**src/rtl/control_sequencer_if.sv**
```systemverilog
// Control bundle between the MiniSRC control sequencer and its datapath.
// The sequencer uses the master modport and the datapath uses the slave modport.
interface control_sequencer_if #(
  parameter int RETIRE_W = 16
);
  logic [31:0]         iInstr;
  logic                iCond;
  logic                iMemReady;
  logic                oIrEn;
  logic                oRaEn;
  logic                oRbEn;
  logic                oRmEn;
  logic                oRz0En;
  logic                oRz1En;
  logic                oRyEn;
  logic                oRfWrite;
  logic                oMbSel;
  logic [1:0]          oMySel;
  logic [1:0]          oMcSel;
  logic [3:0]          oAluCtl;
  logic                oPcInc;
  logic                oPcLoad;
  logic                oMemRead;
  logic                oMemWrite;
  logic                oDone;
  logic                oHalt;
  logic                oFault;
  logic [RETIRE_W-1:0] oRetired;

  modport master (
    input  iInstr, iCond, iMemReady,
    output oIrEn, oRaEn, oRbEn, oRmEn, oRz0En, oRz1En, oRyEn, oRfWrite,
           oMbSel, oMySel, oMcSel, oAluCtl, oPcInc, oPcLoad,
           oMemRead, oMemWrite, oDone, oHalt, oFault, oRetired
  );

  modport slave (
    output iInstr, iCond, iMemReady,
    input  oIrEn, oRaEn, oRbEn, oRmEn, oRz0En, oRz1En, oRyEn, oRfWrite,
           oMbSel, oMySel, oMcSel, oAluCtl, oPcInc, oPcLoad,
           oMemRead, oMemWrite, oDone, oHalt, oFault, oRetired
  );
endinterface

```
**src/rtl/control_sequencer.sv**
```systemverilog
// Multi-cycle MiniSRC control FSM: fetch/decode/exec/mem/select/write sequencing,
// datapath strobes decoded from state plus latched opcode, and a retire counter.
module control_sequencer #(
  parameter int MULDIV_CYCLES = 4,
  parameter int RETIRE_W      = 16
) (
  input  logic         iClk,
  input  logic         iRst,
  control_sequencer_if.master bus
);
  localparam int CNT_W = (MULDIV_CYCLES > 1) ? $clog2(MULDIV_CYCLES) : 1;

  typedef enum logic [2:0] {
    S_FETCH, S_DECODE, S_EXEC, S_MEM, S_SELY, S_WRITE, S_HALT
  } state_e;

  typedef enum logic [4:0] {
    OP_LD   = 5'b00000, OP_LDI  = 5'b00001, OP_ST   = 5'b00010,
    OP_ADD  = 5'b00011, OP_SUB  = 5'b00100, OP_AND  = 5'b00101,
    OP_OR   = 5'b00110, OP_ADDI = 5'b01100, OP_ANDI = 5'b01101,
    OP_ORI  = 5'b01110, OP_DIV  = 5'b01111, OP_MUL  = 5'b10000,
    OP_BR   = 5'b10010, OP_JAL  = 5'b10101, OP_NOP  = 5'b11010,
    OP_HALT = 5'b11011
  } opcode_e;

  function automatic logic op_defined(input logic [4:0] op);
    case (op)
      OP_LD, OP_LDI, OP_ST, OP_ADD, OP_SUB, OP_AND, OP_OR, OP_ADDI, OP_ANDI,
      OP_ORI, OP_DIV, OP_MUL, OP_BR, OP_JAL, OP_NOP, OP_HALT: return 1'b1;
      default: return 1'b0;
    endcase
  endfunction

  state_e              r_state;
  logic [4:0]          r_opcode;
  logic [CNT_W-1:0]    r_cnt;
  logic [RETIRE_W-1:0] r_retired;
  logic                r_halt;
  logic                r_fault;

  logic [4:0] w_dec_op;
  logic       w_muldiv;
  logic       w_cnt_last;
  logic       w_done;
  logic [3:0] w_alu;
  logic       w_mb;
  logic [1:0] w_my;

  assign w_dec_op   = bus.iInstr[31:27];
  assign w_muldiv   = (r_opcode == OP_MUL) || (r_opcode == OP_DIV);
  assign w_cnt_last = (r_cnt == CNT_W'(MULDIV_CYCLES - 1));
  assign w_done     = ((r_state == S_EXEC) && (r_opcode == OP_BR)) ||
                      ((r_state == S_MEM) && (r_opcode == OP_ST) && bus.iMemReady) ||
                      (r_state == S_WRITE);

  // NOTE: every variable written in always_comb gets a default first, otherwise a latch is inferred.
  always_comb begin
    w_alu = 4'd0;
    w_mb  = 1'b0;
    w_my  = 2'd1;
    case (r_opcode)
      OP_LD:                  begin w_mb = 1'b1; w_my = 2'd2; end
      OP_LDI, OP_ST, OP_ADDI: w_mb = 1'b1;
      OP_SUB, OP_BR:          w_alu = 4'd1;
      OP_AND:                 w_alu = 4'd3;
      OP_OR:                  w_alu = 4'd2;
      OP_ANDI:                begin w_alu = 4'd3; w_mb = 1'b1; end
      OP_ORI:                 begin w_alu = 4'd2; w_mb = 1'b1; end
      OP_DIV:                 w_alu = 4'd4;
      OP_MUL:                 w_alu = 4'd5;
      OP_JAL:                 w_my = 2'd3;
      default:                ;
    endcase
  end

  // NOTE: sequential state uses non-blocking assignments so all registers update from pre-edge values.
  always_ff @(posedge iClk or posedge iRst) begin
    if (iRst) begin
      r_state   <= S_FETCH;
      r_opcode  <= '0;
      r_cnt     <= '0;
      r_retired <= '0;
      r_halt    <= 1'b0;
      r_fault   <= 1'b0;
    end else begin
      if (w_done) r_retired <= r_retired + 1'b1;
      case (r_state)
        S_FETCH:  r_state <= S_DECODE;
        S_DECODE: begin
          r_opcode <= w_dec_op;
          if (w_dec_op == OP_NOP) begin
            r_state <= S_FETCH;
          end else if ((w_dec_op == OP_HALT) || !op_defined(w_dec_op)) begin
            r_state <= S_HALT;
            r_halt  <= 1'b1;
            r_fault <= !op_defined(w_dec_op);
          end else begin
            r_state <= S_EXEC;
          end
        end
        S_EXEC: begin
          if (w_muldiv && !w_cnt_last) begin
            r_cnt <= r_cnt + 1'b1;
          end else begin
            r_cnt <= '0;
            if (r_opcode == OP_BR)                             r_state <= S_FETCH;
            else if ((r_opcode == OP_LD) || (r_opcode == OP_ST)) r_state <= S_MEM;
            else                                               r_state <= S_SELY;
          end
        end
        S_MEM:   if (bus.iMemReady) r_state <= (r_opcode == OP_ST) ? S_FETCH : S_SELY;
        S_SELY:  r_state <= S_WRITE;
        S_WRITE: r_state <= S_FETCH;
        S_HALT:  r_state <= S_HALT;
        default: r_state <= S_FETCH;
      endcase
    end
  end

  // Strobes are gated by iRst so a reset aborts any pending write at once.
  always_comb begin
    bus.oIrEn     = 1'b0;
    bus.oRaEn     = 1'b0;
    bus.oRbEn     = 1'b0;
    bus.oRmEn     = 1'b0;
    bus.oRz0En    = 1'b0;
    bus.oRz1En    = 1'b0;
    bus.oRyEn     = 1'b0;
    bus.oRfWrite  = 1'b0;
    bus.oMbSel    = 1'b0;
    bus.oMySel    = 2'd0;
    bus.oMcSel    = 2'd0;
    bus.oAluCtl   = 4'd0;
    bus.oPcInc    = 1'b0;
    bus.oPcLoad   = 1'b0;
    bus.oMemRead  = 1'b0;
    bus.oMemWrite = 1'b0;
    bus.oDone     = 1'b0;
    if (!iRst) begin
      bus.oDone = w_done;
      case (r_state)
        S_FETCH:  begin bus.oIrEn = 1'b1; bus.oPcInc = 1'b1; end
        S_DECODE: begin bus.oRaEn = 1'b1; bus.oRbEn = 1'b1; end
        S_EXEC: begin
          bus.oAluCtl = w_alu;
          bus.oMbSel  = w_mb;
          bus.oRz0En  = !w_muldiv || w_cnt_last;
          bus.oRz1En  = !w_muldiv || w_cnt_last;
          bus.oRmEn   = (r_opcode == OP_ST);
          bus.oPcLoad = (r_opcode == OP_BR) ? bus.iCond : (r_opcode == OP_JAL);
        end
        S_MEM: begin
          bus.oMemRead  = (r_opcode == OP_LD);
          bus.oMemWrite = (r_opcode == OP_ST);
        end
        S_SELY:  begin bus.oMySel = w_my; bus.oRyEn = 1'b1; end
        S_WRITE: begin
          bus.oMySel   = w_my;
          bus.oRfWrite = 1'b1;
          bus.oMcSel   = (r_opcode == OP_JAL) ? 2'd2 : 2'd0;
        end
        default: ;
      endcase
    end
  end

  assign bus.oHalt    = r_halt;
  assign bus.oFault   = r_fault;
  assign bus.oRetired = r_retired;
endmodule

```
**src/flat_wrapper.sv**
```systemverilog
// flat-port wrapper written by rule: the top's interface ports become plain ports
module control_sequencer_flat 
#(
  parameter int MULDIV_CYCLES = 4,
  parameter int RETIRE_W      = 16
)
  (iClk, iRst, bus_iInstr, bus_iCond, bus_iMemReady, bus_oIrEn, bus_oRaEn, bus_oRbEn, bus_oRmEn, bus_oRz0En, bus_oRz1En, bus_oRyEn, bus_oRfWrite, bus_oMbSel, bus_oMySel, bus_oMcSel, bus_oAluCtl, bus_oPcInc, bus_oPcLoad, bus_oMemRead, bus_oMemWrite, bus_oDone, bus_oHalt, bus_oFault, bus_oRetired);
  control_sequencer_if #(.RETIRE_W(RETIRE_W)) bus_i ();
  input  logic iClk;
  input  logic iRst;
  input wire logic [$bits(bus_i.iInstr)-1:0] bus_iInstr;
  input wire logic [$bits(bus_i.iCond)-1:0] bus_iCond;
  input wire logic [$bits(bus_i.iMemReady)-1:0] bus_iMemReady;
  output wire logic [$bits(bus_i.oIrEn)-1:0] bus_oIrEn;
  output wire logic [$bits(bus_i.oRaEn)-1:0] bus_oRaEn;
  output wire logic [$bits(bus_i.oRbEn)-1:0] bus_oRbEn;
  output wire logic [$bits(bus_i.oRmEn)-1:0] bus_oRmEn;
  output wire logic [$bits(bus_i.oRz0En)-1:0] bus_oRz0En;
  output wire logic [$bits(bus_i.oRz1En)-1:0] bus_oRz1En;
  output wire logic [$bits(bus_i.oRyEn)-1:0] bus_oRyEn;
  output wire logic [$bits(bus_i.oRfWrite)-1:0] bus_oRfWrite;
  output wire logic [$bits(bus_i.oMbSel)-1:0] bus_oMbSel;
  output wire logic [$bits(bus_i.oMySel)-1:0] bus_oMySel;
  output wire logic [$bits(bus_i.oMcSel)-1:0] bus_oMcSel;
  output wire logic [$bits(bus_i.oAluCtl)-1:0] bus_oAluCtl;
  output wire logic [$bits(bus_i.oPcInc)-1:0] bus_oPcInc;
  output wire logic [$bits(bus_i.oPcLoad)-1:0] bus_oPcLoad;
  output wire logic [$bits(bus_i.oMemRead)-1:0] bus_oMemRead;
  output wire logic [$bits(bus_i.oMemWrite)-1:0] bus_oMemWrite;
  output wire logic [$bits(bus_i.oDone)-1:0] bus_oDone;
  output wire logic [$bits(bus_i.oHalt)-1:0] bus_oHalt;
  output wire logic [$bits(bus_i.oFault)-1:0] bus_oFault;
  output wire logic [$bits(bus_i.oRetired)-1:0] bus_oRetired;
  assign bus_i.iInstr = bus_iInstr;
  assign bus_i.iCond = bus_iCond;
  assign bus_i.iMemReady = bus_iMemReady;
  assign bus_oIrEn = bus_i.oIrEn;
  assign bus_oRaEn = bus_i.oRaEn;
  assign bus_oRbEn = bus_i.oRbEn;
  assign bus_oRmEn = bus_i.oRmEn;
  assign bus_oRz0En = bus_i.oRz0En;
  assign bus_oRz1En = bus_i.oRz1En;
  assign bus_oRyEn = bus_i.oRyEn;
  assign bus_oRfWrite = bus_i.oRfWrite;
  assign bus_oMbSel = bus_i.oMbSel;
  assign bus_oMySel = bus_i.oMySel;
  assign bus_oMcSel = bus_i.oMcSel;
  assign bus_oAluCtl = bus_i.oAluCtl;
  assign bus_oPcInc = bus_i.oPcInc;
  assign bus_oPcLoad = bus_i.oPcLoad;
  assign bus_oMemRead = bus_i.oMemRead;
  assign bus_oMemWrite = bus_i.oMemWrite;
  assign bus_oDone = bus_i.oDone;
  assign bus_oHalt = bus_i.oHalt;
  assign bus_oFault = bus_i.oFault;
  assign bus_oRetired = bus_i.oRetired;
  control_sequencer #(.MULDIV_CYCLES(MULDIV_CYCLES), .RETIRE_W(RETIRE_W)) u_core (.iClk(iClk), .iRst(iRst), .bus(bus_i));
endmodule
```
**config.mk**
```make
export PLATFORM = sky130hd
export DESIGN_NAME = control_sequencer_flat
export DESIGN_NICKNAME = d
export VERILOG_FILES = /design/src/rtl/control_sequencer_if.sv /design/src/rtl/control_sequencer.sv /design/src/flat_wrapper.sv
export SDC_FILE = /design/constraint.sdc
export NUM_CORES = 1
export LEC_CHECK = 0
export BUFFER_PORTS_ARGS = -buffer_cell sky130_fd_sc_hd__buf_2
export CAP_MARGIN = 20
export CORE_AREA = 2 2 67 69
export CTS_BUF_LIST = sky130_fd_sc_hd__clkbuf_16
export DETAILED_ROUTE_END_ITERATION = 8
export DIE_AREA = 0 0 69 71
export MAX_ROUTING_LAYER = met4
export PLACE_DENSITY = 0.83
export SLEW_MARGIN = 20
export SYNTH_ARGS = -nofsm -noshare
export SYNTH_HDL_FRONTEND = slang
export SYNTH_SLANG_ARGS = --single-unit
```
**constraint.sdc**
```tcl
create_clock -name iClk -period 1.5 [get_ports iClk]
set_input_delay 0.075 -clock iClk [delete_from_list [all_inputs] [get_ports iClk]]
set_output_delay 0.075 -clock iClk [all_outputs]
set_load 0.05 [all_outputs]
```
==> impl_metrics.csv <==
group,metric,value,unit
routing,vias_per_cell,5.50,
synth,synthCells,194,
synth,synthesis.yosys.warnings,0,
worst_setup_path,regToRegStartpoint,"u_core.r_opcode[2]",
worst_setup_path,crit_arrival,1.81,ns
routing,drcViolationCount,0,
clocking,worst_skew_pair.late_latency,0.26,ns
power,power.share.combinational,0.687,
global_route,grt_pass1_wl,8740,um
worst_setup_path,crit_start,"u_core.r_opcode[2]",
placed_design,gp_congestion,0.839,
power,clkPwrFrac,0.101,
synth,synth.cell_area,1730,sq um
sta,fin_crit,1.89,ns
clocking,cts.clk_slew.worst_paths,0.06,ns
sta,whs,0.0613,ns
routing,dr.pass1.iters,4,
floorplan,die_area,4900,sq um
power,leakage_power,0.00135,uW
sta,setup_tns_final,-8.72,ns
floorplan,die-height,71,um
clocking,cts-buffers-inserted,3,
routing,wl,5650,um
routing,post_drt_wl_per_cell,17.0,um
final_layout,finish.utilization,0.702,
final_layout,nNetsFinal,319,
final_layout,syn_to_final_growth,71.0,%
power,p_sw_frac,0.456,
global_route,grt-ovfl-total,0,
global_route,grt_antenna_before_repair,0,
sta,finClkSkew,0.00182,ns
floorplan,num_rows,24,
outcome,failing_checks,"negative setup slack",
flow_run,drv.max_cap_violation_count,0,
floorplan,coreArea,4200,sq um
power,internal_power,3170,uW
power,p_seq_frac,0.212,
routing,vias,1825,
power,switching_power,2660,uW
clocking,htree_levels,1,
global_route,global_route.usage.total,0.228,
placed_design,dp_hpwl,3320,um
clocking,cell_at_the_root_of_the_clock_tree,"sky130_fd_sc_hd__clkbuf_16",
floorplan,initial_util,0.411,
worst_setup_path,setup.worst_path.class,"reg -> out",
global_route,first_global_vias,1822,
synth,synth_cell_type_count,43,
worst_setup_path,startpoint_types,"flip-flop",
outcome,status,"complete, but fails checks",
routing,initial_drt_markers,58,
global_route,grt_start_max_net_pins,26,
worst_hold_path,worst_hold_path_type,"in -> async",
final_layout,diodes,0,
sta,rsz0062_at_grt,"true",
synth,synth.yosys.seq_area_share,0.406,
power,max-vdd-ir-drop,1130,uV
synth,avgSynthCellArea,8.90,sq um
sta,final-max-slew-violation-count,0,
sta,fin_crit_sh,1.26,
final_layout,share_of_final_layout_standard_cells_stronger_than_drive_strength_1,0.554,
sta,timing.fmax,0.530,GHz
floorplan,die_w,69,um
power,p_per_area,1980,nW/um^2
floorplan,floorplan.io_pins,76,
worst_setup_path,critPathCaptureType,"output pin",
sta,finalSetupViolCount,35,
worst_setup_path,cp_max_fo,3,
worst_setup_path,required,1.42,ns
synth,synth_seq_cells,28,
clocking,cts_num_sinks,28,
placed_design,placement.io_buffers,46,
routing,ant_nets,0,
clocking,cts_tree,"yes",
sta,finalWorstSetupSlack,-0.388,ns
sta,number_of_hold_slack_violations_in_the_final_timing_report,0,
clocking,cts-root-to-sink-buffers,2,
## cells in the mapped netlist, drive strengths merged
cell type  number  area, sq um
nor3            8         40.0
a2111oi         1         8.76
o211ai          2         15.0
a32o            1         10.0
nand3           7         35.0
buf            11         76.3
a211o           1         8.76
xnor2          14          123
conb            1         3.75
nor4            2         12.5
nor2           21         97.6
nand2b          7         43.8
xor2            3         26.3
nand2          22         85.1
a21oi           6         30.0
nor2b           2         12.5
or4b            1         13.8
nand3b          2         15.0
a221oi          1         8.76
a31o            1         8.76
o22ai           2         12.5
o22a            2         26.3
and3            7         43.8
ha              2         25.0
inv             5         18.8
and2            1         6.26
dfrtp          28          701
nand4          12         75.1
mux2i           1         10.0
mux2            4         45.0
a41o            1         10.0
clkbuf          7         26.3
o21ai           6         33.8
o21bai          1         7.51
o2111a          1         11.3
## worst paths after layout
kind	cells after the start	slack [ns]	endpoint
max reg2reg	8	-0.30	u_core.bus.oRetired[6]
max in group asynchronous	3	0.90	u_core.r_state[2]
min	3	0.06	u_core.r_state[1]
min in group iClk	3	0.09	u_core.r_opcode[1]
max	5	-0.39	bus_oRz1En
min reg2reg	1	0.48	u_core.bus.oRetired[15]
## routing by layer
layer  share of wire  GRT usage  vias to the layer above
li1                -          -                      845
met1            0.38      0.263                      880
met2            0.55      0.413                       82
met3           0.042     0.0256                       18
met4           0.029     0.0784                        0
met5               0          -                        -
## placed cells by master (no fill, tap or decap), drive strengths merged
cell type / netlist / final
a2111oi: 1 / 1
o21bai: 1 / 1
nor4: 2 / 2
a41o: 1 / 1
o2111a: 1 / 1
and2: 1 / 1
nor3: 8 / 8
mux2i: 1 / 1
nand4: 12 / 12
nand2: 22 / 22
dfrtp: 28 / 28
o22ai: 2 / 2
nor2b: 2 / 2
nand3: 7 / 7
xor2: 3 / 3
clkinv: 0 / 1
xnor2: 14 / 14
buf: 11 / 97
o211ai: 2 / 2
nand2b: 7 / 7
mux2: 4 / 4
o22a: 2 / 2
clkinvlp: 0 / 1
a221oi: 1 / 1
and3: 7 / 7
a21oi: 6 / 6
conb: 1 / 2
ha: 2 / 2
inv: 5 / 4
nand3b: 2 / 2
a211o: 1 / 1
clkbuf: 7 / 4
a31o: 1 / 1
o21ai: 6 / 6
nor2: 21 / 21
or4b: 1 / 1
a32o: 1 / 1
dlygate4sd3: 0 / 1
## through the flow
| step | total power (uW) | setup WS [ns] | instances | area [sq um] |
|---|---|---|---|---|
| 3_3_place_gp | 3870 | -0.115 | 305 | 2330 |
| 5_1_grt | 6110 | -0.410 | 332 | 2950 |
| 2_1_floorplan | 3160 | -0.217 | 195 | 1910 |
| 3_5_place_dp | 3960 | -0.169 | 305 | 2330 |
| 4_1_cts | 5450 | -0.364 | 330 | 2840 |
| 6_report | 5840 | -0.388 | 332 | 2950 |
## sequential cells by signal, summed over array words and instances, names as in the netlist
| register | flops |
|---|---|
| u_core.bus.oHalt | 1 |
| u_core.r_cnt | 2 |
| u_core.bus.oFault | 1 |
| u_core.r_opcode | 5 |
| u_core.r_state | 3 |
| u_core.bus.oRetired | 16 |
## cell type report
class                   count  area, sq um
flip-flops and latches     28          703
multi-input cells         144         1200
fillers                   279         1250
clock inverters             1         3.75
inverters                   5         22.5
clock buffers               3         75.1
repair buffers             99          883
well taps                  52         65.1
## worst max-delay path: stages, from the launching register on
cell and delay (ns):
sky130_fd_sc_hd__dfrtp_1 0.42, sky130_fd_sc_hd__or4b_4 0.58, sky130_fd_sc_hd__o22a_4 0.25, sky130_fd_sc_hd__nor2_8 0.10, sky130_fd_sc_hd__nor2_4 0.05, sky130_fd_sc_hd__buf_6 0.14
## what timing repair did
action / CTS / global route
pin swaps: 19 / 17
hold buffers: 1 / 0
setup endpoints to repair: 38 / 40
buffers inserted: 18 / 4
resized for setup: 75 / 24
endpoints found under the hold margin: 3 / 0
gates cloned: 2 / 0
## power by group through the flow
stage | registers, uW | clock network [uW] | logic, uW
after floorplan | 1400 | 0 | 1760
after global placement | 1200 | 0 | 2670
after detailed placement | 1220 | 0 | 2740
after CTS | 1190 | 603 | 3660
after global routing | 1260 | 636 | 4220
final | 1240 | 592 | 4010
## logic make-up after synthesis
logic type | Yosys count | share of synthesized area
muxes | 5 | 0.0319
buffers and inverters | 23 | 0.0703
and+or+nand+nor | 92 | 0.278
xor gates and xnor gates | 17 | 0.0862
DFF | 28 | 0.406
adders and majority gates | 2 | 0.0145
other | 1 | 0.00217
AOI/OAI and AO/OA | 26 | 0.111
(Power assumes the default switching activity.)
